==> src/rtl/instr_sequencer.sv <==
// instr_sequencer: multi-cycle fetch / execute / memory / writeback control FSM
// for the RV32E core. Holds the instruction register, PC and retire counter,
// and halts (sticky) on ebreak or when a memory wait exceeds TIMEOUT cycles.
module instr_sequencer #(
    parameter logic [31:0] RESET_PC = 32'h8000_0000,
    parameter int unsigned TIMEOUT  = 255
) (
    input  logic        clk,
    input  logic        rst,
    output logic        imem_req_valid,
    output logic [31:0] imem_req_addr,
    input  logic        imem_req_ready,
    input  logic        imem_rsp_valid,
    input  logic [31:0] imem_rsp_data,
    output logic [31:0] inst,
    input  logic        dec_regw,
    input  logic        dec_memwr,
    input  logic        dec_memtoreg,
    input  logic        dec_ebreak,
    input  logic [31:0] next_pc,
    output logic        dmem_req_valid,
    input  logic        dmem_req_ready,
    input  logic        dmem_rsp_valid,
    output logic        rf_wen,
    output logic [31:0] pc,
    output logic        retire,
    output logic [31:0] instret,
    output logic        halt,
    output logic        timeout_err
);

    typedef enum logic [2:0] {
        BOOT, FETCH, IWAIT, EXEC, MEM, MWAIT, WB, HALT
    } state_t;

    // Last counter value allowed before a missing handshake becomes an error.
    localparam logic [15:0] WAIT_LAST = 16'(TIMEOUT - 1);

    state_t      state, state_nxt;
    logic [15:0] wait_cnt;
    logic        at_limit;
    logic        to_hit;

    assign at_limit = (wait_cnt == WAIT_LAST);

    // Next-state logic; a handshake in the limit cycle takes priority over timeout.
    always_comb begin
        state_nxt = state;
        to_hit    = 1'b0;
        case (state)
            BOOT:  state_nxt = FETCH;
            FETCH: begin
                if (imem_req_ready)  state_nxt = IWAIT;
                else if (at_limit)   begin state_nxt = HALT; to_hit = 1'b1; end
            end
            IWAIT: begin
                if (imem_rsp_valid)  state_nxt = EXEC;
                else if (at_limit)   begin state_nxt = HALT; to_hit = 1'b1; end
            end
            EXEC: begin
                if (dec_ebreak)                     state_nxt = HALT;
                else if (dec_memwr || dec_memtoreg) state_nxt = MEM;
                else                                state_nxt = WB;
            end
            MEM: begin
                if (dmem_req_ready)  state_nxt = MWAIT;
                else if (at_limit)   begin state_nxt = HALT; to_hit = 1'b1; end
            end
            MWAIT: begin
                if (dmem_rsp_valid)  state_nxt = WB;
                else if (at_limit)   begin state_nxt = HALT; to_hit = 1'b1; end
            end
            WB:      state_nxt = FETCH;
            HALT:    state_nxt = HALT;
            default: state_nxt = BOOT;
        endcase
    end

    // State register.
    always_ff @(posedge clk or posedge rst) begin
        if (rst) state <= BOOT;
        else     state <= state_nxt;
    end

    // Wait counter: restarts on any state change, counts dwell in wait states.
    always_ff @(posedge clk or posedge rst) begin
        if (rst)
            wait_cnt <= '0;
        else if (state_nxt != state)
            wait_cnt <= '0;
        else if (state inside {FETCH, IWAIT, MEM, MWAIT})
            wait_cnt <= wait_cnt + 16'd1;
    end

    // Architectural state: instruction register, PC, retire count, sticky halt flags.
    always_ff @(posedge clk or posedge rst) begin
        if (rst) begin
            inst        <= '0;
            pc          <= RESET_PC;
            instret     <= '0;
            halt        <= 1'b0;
            timeout_err <= 1'b0;
        end else begin
            if (state == IWAIT && imem_rsp_valid) inst <= imem_rsp_data;
            if (state == WB) begin
                pc      <= next_pc;
                instret <= instret + 32'd1;
            end
            if (state_nxt == HALT) halt <= 1'b1;
            if (to_hit)            timeout_err <= 1'b1;
        end
    end

    assign imem_req_valid = (state == FETCH);
    assign imem_req_addr  = pc;
    assign dmem_req_valid = (state == MEM);
    assign retire         = (state == WB);
    // Decoder output is stable in WB since inst is held.
    assign rf_wen         = (state == WB) && dec_regw;

endmodule

==> config.mk <==
export PLATFORM = sky130hd
export DESIGN_NAME = instr_sequencer
export DESIGN_NICKNAME = d
export VERILOG_FILES = /design/src/rtl/instr_sequencer.sv
export SDC_FILE = /design/constraint.sdc
export NUM_CORES = 1
export LEC_CHECK = 0
export CORE_ASPECT_RATIO = 1.25
export CORE_MARGIN = 2
export CORE_UTILIZATION = 45
export CTS_CLUSTER_DIAMETER = 80
export CTS_CLUSTER_SIZE = 40
export DETAILED_ROUTE_END_ITERATION = 10
export PLACE_DENSITY_LB_ADDON = 0.2
export SYNTH_ARGS = -nofsm -noshare
export SYNTH_HDL_FRONTEND = slang
export SYNTH_SLANG_ARGS = --single-unit
export TNS_END_PERCENT = 50
==> constraint.sdc <==
create_clock -name clk -period 8.8 [get_ports clk]
set_input_delay 1.32 -clock clk [delete_from_list [all_inputs] [get_ports clk]]
set_output_delay 1.32 -clock clk [all_outputs]
set_load 0.005 [all_outputs]
# Word level (Yosys, flattened, before mapping)
# Index checks and enable logic that the tools add are counted.
# W data, S select, Z words.
[word_totals] memories=0 mem_bits_rw=0 latch_bits=0 rom_bits=0 out_inout_bits=134 reg_bits=117
[op_classes] shift=0 muxes=16 n_mul=0 eq_ne=10 bitwise_logic=0 n_addsub=2 magnitude_cmp=0 n_div=0 n_reduce_logical=7
[ops] operator="$add A32 B1 Y32 const B" count=1
[ops] operator="$mux W16" count=2
[ops] operator="$pmux W3 S7" count=1
[ops] operator="$add A16 B1 Y16 const B" count=1
[ops] operator="$eq A16 B8 Y1 const B" count=1
[ops] operator="$eq A3 B3 Y1 const B" count=5
[ops] operator="$mux W3" count=5
[ops] operator="$eq A3 B2 Y1 const B" count=2
[ops] operator="$mux W1" count=5
[ops] operator="$mux W2" count=2
[ops] operator="$pmux W1 S4" count=1
[ops] operator="$reduce_bool A4 Y1" count=1
[ops] operator="$eq A3 B1 Y1 const B" count=1
[ops] operator="$logic_not A3 Y1" count=1
[ops] operator="$ne A3 B3 Y1" count=1
[ops] operator="$logic_and A1 B1 Y1" count=2
[ops] operator="$reduce_bool A2 Y1" count=1
[ops] operator="$reduce_or A2 Y1" count=1
[ops] operator="$logic_or A1 B1 Y1" count=1

# Depth between registers and ports, before layout
# Gate-level depths: netlist of the first run.
[logic_depth] word_depth=6 mapped_depth=8 mapped_depth_nobuf=7

# Least setup slack after synthesis of the first run
# No wires, ideal clock.
[synth_path] kind="input-to-output" start="input port dec_regw" end="output port rf_wen" path_buffers=0 t_required_ns=7.480 path_slack_ns=6.035 arrival_time_ns=1.445 stages=1 cell_sequence="and2_1"
[synth_via] elab_chain_len=1
[synth_lines] item="start, declared" line="16" text="input logic dec_regw,"
[synth_lines] item="$logic_and A1 B1 Y1" line="119" text="assign rf_wen = (state == WB) && dec_regw;"
[synth_lines] item="end, declared" line="24" text="output logic rf_wen,"
# No other way between the ends.

# Worst setup path after layout of the first run
[layout_path] start="register state[0]" end="output port rf_wen"
[layout_via] elab_chain_len=2
[layout_lines] item="start, declared" line="39" text="state_t state, state_nxt;"
[layout_lines] item="start signal, assigned" line="82" text="else state <= state_nxt;"
[layout_lines] item="$eq A3 B3 Y1" line="119"
[layout_lines] item="$logic_and A1 B1 Y1" line="119"
# No other way between the ends.

==> results of run 1 <==
-- cells by family after synthesis --
| kind of cell | after synthesis | synth area share, % |
|---|---|---|
| compound gates | 24 | 3.90 |
| xor+xnor | 47 | 7.49 |
| fa+ha+maj | 3 | 0.683 |
| buf+inv | 57 | 6.72 |
| flops | 117 | 53.3 |
| mux | 33 | 6.74 |
| simple gates | 228 | 21.1 |
-- routing by layer --
layer  global-route usage [%]  vias to the layer above
met2                     38.3                      120
met4                     7.59                        0
li1                         -                     2033
met5                        0                        -
met3                     5.25                       17
met1                     25.4                     2111
-- per-stage QoR --
step,hold slack [ns],total power [mW]
global placement,0.452,0.629
finish,0.465,1.29
floorplan,0.456,0.575
detailed placement,0.464,0.630
CTS,0.471,1.31
global route,0.498,1.34
-- cells in the mapped netlist (all sizes together) (7+ instances only) --
cell | number | area [µm²]
nand2 | 118 | 443
dfrtp | 116 | 2900
buf | 43 | 317
mux2 | 32 | 360
xor2 | 24 | 210
xnor2 | 23 | 201
nor3 | 22 | 160
nand3 | 16 | 80.1
nor2 | 14 | 52.6
and3 | 12 | 75.1
clkbuf | 9 | 33.8
nand4 | 9 | 56.3
and4 | 7 | 61.3
-- registers in the layout, summed over array words and instances (netlist names) --
name / cells
inst: 32
wait_cnt: 16
timeout_err: 1
halt: 1
imem_req_addr: 32
state: 3
instret: 32
-- how the worst min path moves through the flow --
stage               slack [ns]  depth (start not counted)              start           endpoint
floorplan                 0.46                          2  imem_req_addr[31]  imem_req_addr[31]
global placement          0.45                          2  imem_req_addr[31]  imem_req_addr[31]
detailed placement        0.46                          2  imem_req_addr[31]  imem_req_addr[31]
CTS                       0.47                          2  imem_req_addr[31]  imem_req_addr[31]
global route              0.50                          2  imem_req_addr[31]  imem_req_addr[31]
finish                    0.47                          1        instret[31]        instret[31]
-- layout make-up --
| class | instances | area [µm²] | area share [%] |
|---|---|---|---|
| flip-flops and latches | 117 | 2930 | 36.5 |
| repair buffers | 209 | 2090 | 26.0 |
| clock inverters | 10 | 105 | 1.31 |
| multi-input cells | 335 | 2200 | 27.4 |
| inverters | 5 | 21.3 | 0.265 |
| well taps | 164 | 205 | 2.56 |
| clock buffers | 22 | 474 | 5.91 |
-- power groups by stage --
stage | sequential, mW | combinational, mW | clock (mW)
finish | 0.550 | 0.0703 | 0.673
global route | 0.551 | 0.0759 | 0.711
CTS | 0.550 | 0.0717 | 0.684
detailed placement | 0.559 | 0.0712 | 0
global placement | 0.559 | 0.0699 | 0
floorplan | 0.560 | 0.0152 | 0
==> insert_results.sql, run 1 <==
INSERT INTO impl_metrics (metric_group, metric, value, unit) VALUES
('worst_setup_path', 'worstPathArrival', '3.39', 'ns'),
('floorplanning', 'fp.dieH', '128', 'µm'),
('worst_setup_path', 'critical_path.n_buffers_inverters', '2', ''),
('clock_network', 'cts_buffers', '17', ''),
('sta', 'slew_violations', '0', ''),
('drt', 'routed-via-count', '4281', ''),
('drt', 'drt_iter0_markers', '156', ''),
('worst_setup_path', 'worstSetupStartpointType', 'register', ''),
('clock_network', 'cts.path.max_buffers', '2', ''),
('placement', 'placed_cell_area', '7440', 'µm²'),
('drt', 'met1Wirelength', '5.37', 'mm'),
('sta', 'report.final.hold_viol_count', '0', ''),
('global_routing', 'grt_remaining_overflow', '0', ''),
('worst_setup_path', 'worstPathCellList', 'nand3b_2 > inv_2 > and2_1 > clkdlybuf4s50_1', ''),
('floorplanning', 'die-width', '103', 'µm'),
('drt', 'drc_errors', '0', ''),
('sta', 'grt_setup_unrepaired', 'false', ''),
('clock_network', 'worstSkewPairLatency', '0.41', 'ns'),
('floorplanning', 'design.die.area', '13100', 'µm²'),
('drt', 'dr_wl_met2', '7.73', 'mm'),
('synth', 'share_of_synthesized_registers_carrying_an_async_set_or_reset', '100', '%'),
('drt', 'via_per_inst', '4.97', ''),
('power', 'power_density', '161', 'nW/µm²'),
('clock_network', 'clk_transition_reported_paths', '0.05', 'ns'),
('power', 'combinationalPowerShare', '5.4', '%'),
('sta', 'finalCriticalPeriod', '4.71', 'ns'),
('min_path', 'min_path_type', 'reg2reg', ''),
('drt', 'topRoutingLayerUsed', 'met4', ''),
('job', 'drv.max_cap_violation_count', '0', ''),
('floorplanning', 'initial_core_util', '45.6', '%'),
('sta', 'setup_total_negative_slack', '0', 'ns'),
('floorplanning', 'placeableCoreArea', '12000', 'µm²'),
('clock_network', 'post_cts_buffers', '0', ''),
('worst_setup_path', 'r2r.worst_path.cells', '6', ''),
('cells_and_area', 'layout_commonest_cell', 'sky130_fd_sc_hd__clkdlybuf4s50_1', ''),
('synth', 'syn_area_per_cell', '10.8', 'µm²'),
('worst_setup_path', 'worstSetupEndpointType', 'output pin', ''),
('worst_setup_path', 'crit_path_max_fanout', '40', ''),
('worst_setup_path', 'timing.critical_path.depth', '4', ''),
('synth', 'syn_area', '5490', 'µm²'),
('power', 'share_seq_of_total_power', '42.5', '%'),
('worst_setup_path', 'worstSetupEndpoint', 'rf_wen', ''),
('worst_setup_path', 'delay_contributed_by_the_slowest_stage_of_the_critical_path', '0.84', 'ns'),
('synth', 'synth.distinct_cells', '56', ''),
('cells_and_area', 'design.final.nets', '762', ''),
('clock_network', 'post_cts.resized_instances', '0', ''),
('worst_setup_path', 'rr_startpoint', 'state[0]', ''),
('global_routing', 'grt_antenna_before_repair', '0', ''),
('synth', 'synth_seq_area_share', '53.3', '%'),
('global_routing', 'grt_pass1_wl', '21.9', 'mm'),
('cells_and_area', 'finalNonFillerCells', '862', ''),
('power', 'power.switching', '0.265', 'mW'),
('cells_and_area', 'syn_to_final_growth', '46.1', '%'),
('clock_network', 'cts-hold-fix-buffers', '0', ''),
('placement', 'place_inst', '830', ''),
('cells_and_area', 'final_cell_mix', '207 x sky130_fd_sc_hd__clkdlybuf4s50_1, 118 x sky130_fd_sc_hd__nand2_1, 116 x sky130_fd_sc_hd__dfrtp_1, 32 x sky130_fd_sc_hd__mux2_2, 24 x sky130_fd_sc_hd__xor2_1', ''),
('outcome', 'status', 'complete, no violations', ''),
('worst_setup_path', 'setup.reg_to_reg.worst_slack', '5.27', 'ns'),
('worst_setup_path', 'crit_family', 'buffers and inverters', ''),
('worst_setup_path', 'timing.setup.critical_path_class', 'reg2out', ''),
('worst_setup_path', 'cpMaxStageDelayCell', 'sky130_fd_sc_hd__nand3b_2', ''),
('clock_network', 'cts_h_tree_depth', '4', ''),
('worst_setup_path', 'reg2reg_to', 'instret[29]', ''),
('clock_network', 'cts.sink_count', '117', ''),
('cells_and_area', 'fillCellCount', '964', ''),
('sta', 'final.setup.worst_slack', '4.09', 'ns'),
('synth', 'synthFlopType', 'sky130_fd_sc_hd__dfrtp_1', ''),
('power', 'clkPwrFrac', '52.0', '%'),
('placement', 'pre_cts_slack', '4.48', 'ns'),
('clock_network', 'cts_tree', 'built', ''),
('sta', 'period_share', '53.6', '%');
Note: power is estimated with default switching activity, not from simulation.
==> inputs of run 2 (changes only) <==
CORE_UTILIZATION = 44   (was 45)
clock period = 4.45 ns   (was 8.8 ns; I/O delays follow)
==> insert_results.sql, run 2 (synthesized netlist as in run 1, its figures left out) <==
INSERT INTO impl_metrics (metric_group, metric, value, unit) VALUES
('cells_and_area', 'multi_input_comb_area', '2200', 'µm²'),
('floorplanning', 'placeableCoreArea', '12200', 'µm²'),
('cells_and_area', 'finalNonFillerCells', '865', ''),
('cells_and_area', 'layout_commonest_cell', 'sky130_fd_sc_hd__clkdlybuf4s50_1', ''),
('worst_setup_path', 'crit_path_max_fanout', '22', ''),
('sta', 'period_share', '68.7', '%'),
('global_routing', 'grt_antenna_before_repair', '0', ''),
('drt', 'routed-via-count', '4328', ''),
('sta', 'worst-slew-pin-transition', '1.11', 'ns'),
('worst_setup_path', 'delay_contributed_by_the_slowest_stage_of_the_critical_path', '0.62', 'ns'),
('cells_and_area', 'antennaDiodeCount', '0', ''),
('clock_network', 'cts_h_tree_depth', '4', ''),
('power', 'power_density', '311', 'nW/µm²'),
('cells_and_area', 'fillCellCount', '978', ''),
('floorplanning', 'initial_core_util', '45.2', '%'),
('global_routing', 'first_global_vias', '4327', ''),
('clock_network', 'cts.path.max_buffers', '2', ''),
('placement', 'routabilityCongestion', '0.842', ''),
('clock_network', 'post_cts_buffers', '0', ''),
('worst_setup_path', 'rr_startpoint', 'state[0]', ''),
('worst_setup_path', 'cp.required', '3.78', 'ns'),
('sta', 'relSlewSlack', '26.1', '%'),
('floorplanning', 'design.die.area', '13400', 'µm²'),
('worst_setup_path', 'worstPathCellList', 'nand3b_2 > inv_2 > and2_1 > clkdlybuf4s50_1', ''),
('cells_and_area', 'final-seq-area', '2930', 'µm²'),
('sta', 'setup_total_negative_slack', '0', 'ns'),
('floorplanning', 'num_io_pins', '208', ''),
('power', 'leakage', '3.54', 'nW'),
('sta', 'highest_clock_frequency_the_design_can_meet', '327', 'MHz'),
('sta', 'finalCriticalPeriod', '3.06', 'ns'),
('global_routing', 'grt_util_all_layers', '20.6', '%'),
('placement', 'io_buffers', '207', ''),
('floorplanning', 'die-width', '104', 'µm'),
('worst_setup_path', 'worstSetupEndpointType', 'output pin', ''),
('global_routing', 'grt_max_degree', '51', ''),
('clock_network', 'cts-hold-fix-buffers', '0', ''),
('drt', 'final_antenna_violating_net_count', '0', ''),
('clock_network', 'cts_root_buffer', 'sky130_fd_sc_hd__clkbuf_16', ''),
('drt', 'routed_wire_length_per_instance', '15.9', 'µm'),
('global_routing', 'grt_remaining_overflow', '0', ''),
('placement', 'dp.final_hpwl', '10.0', 'mm'),
('outcome', 'status', 'complete, no violations', ''),
('floorplanning', 'fp-row-count', '45', ''),
('sta', 'report.final.hold_viol_count', '0', ''),
('global_routing', 'grt_pass1_wl', '21.8', 'mm'),
('clock_network', 'clk_transition_reported_paths', '0.05', 'ns'),
('drt', 'drt_iter0_markers', '176', ''),
('drt', 'drc_errors', '0', ''),
('sta', 'slew_violations', '0', ''),
('drt', 'drt_wl_total', '13.7', 'mm'),
('floorplanning', 'fp.dieH', '129', 'µm'),
('min_path', 'holdCritStartpoint', 'imem_req_addr[31]', ''),
('worst_setup_path', 'cpMaxStageDelayCell', 'sky130_fd_sc_hd__dfrtp_1', ''),
('sta', 'grt_setup_unrepaired', 'false', ''),
('sta', 'setup-violations-final', '0', ''),
('drt', 'via_per_inst', '5.00', ''),
('worst_setup_path', 'timing.setup.critical_path_class', 'reg2out', ''),
('clock_network', 'cts.sink_count', '117', ''),
('worst_setup_path', 'worstPathArrival', '2.39', 'ns'),
('clock_network', 'worstSkewPairLatency', '0.41', 'ns'),
('worst_setup_path', 'worst_setup_path_startpoint', 'state[0]', ''),
('cells_and_area', 'design.final.nets', '765', ''),
('clock_network', 'post_cts.resized_instances', '0', ''),
('cells_and_area', 'syn_to_final_growth', '46.3', '%'),
('drt', 'detailedRoute.firstPassIterationCount', '4', ''),
('clock_network', 'cts_tree', 'built', ''),
('cells_and_area', 'final_cell_mix', '207 x sky130_fd_sc_hd__clkdlybuf4s50_1, 118 x sky130_fd_sc_hd__nand2_1, 116 x sky130_fd_sc_hd__dfrtp_1, 32 x sky130_fd_sc_hd__mux2_2, 24 x sky130_fd_sc_hd__xor2_1', ''),
('job', 'drv.max_cap_violation_count', '0', ''),
('placement', 'place_inst', '833', ''),
('clock_network', 'cts_buffers', '17', ''),
('cells_and_area', 'drive_above_1_share', '13.4', '%'),
('power', 'max-vdd-ir-drop', '0.274', 'mV'),
('worst_setup_path', 'worstSetupStartpointType', 'register', ''),
('min_path', 'min_path_type', 'reg2reg', ''),
('sta', 'fin_worst_skew', '0.00559', 'ns');
run 2: path summary, 6_finish.rpt:
kind	endpoint	slack [ns]	cells past startpoint
min in group asynchronous	imem_req_addr[20]	0.70	2
max in group asynchronous	imem_req_addr[31]	2.81	3
max reg2reg	instret[29]	1.72	7
min	imem_req_addr[31]	0.47	2
min reg2reg	imem_req_addr[31]	0.47	2
max	rf_wen	1.39	4
run 2: metrics by stage:
| step | hold slack, ns | setup WS, ns | utilization, % | instance area (µm²) | power [mW] |
|---|---|---|---|---|---|
| 6_report | 0.470 | 1.39 | 66.1 | 8030 | 2.50 |
| 5_1_grt | 0.484 | 1.27 | 66.1 | 8030 | 2.60 |
| 4_1_cts | 0.472 | 1.38 | 66.1 | 8030 | 2.53 |
| 3_5_place_dp | 0.458 | 1.63 | 61.4 | 7470 | 1.25 |
| 3_3_place_gp | 0.457 | 1.66 | 61.4 | 7470 | 1.24 |
| 2_1_floorplan | 0.456 | 0.683 | - | 5490 | 1.14 |
run 2: routing by layer:
metal | wire length [µm] | global-route usage, % | vias up
li1 | - | - | 2050
met1 | 5350 | 24.2 | 2099
met2 | 7420 | 36.1 | 158
met3 | 723 | 5.47 | 21
met4 | 244 | 8.19 | 0
met5 | 0 | 0 | -
run 2: cell type report:
cell class              instances  area share, %
well taps                     164           2.55
flip-flops and latches        117           36.5
clock inverters                14           1.60
repair buffers                212           26.3
inverters                       5          0.265
clock buffers                  18           5.47
multi-input cells             335           27.4
run 2: critical path, delay by kind of cell (launching register included):
family	cells	cell delay, ns
buffers and inverters	2	0.81
flip-flops	1	0.62
AND/OR/NAND/NOR	2	0.54
run 2: power by group:
group	internal (mW)	switching [mW]	leakage, nW
clock	0.784	0.493	0.261
sequential	1.08	0.00790	1.41
combinational	0.0931	0.0445	1.86
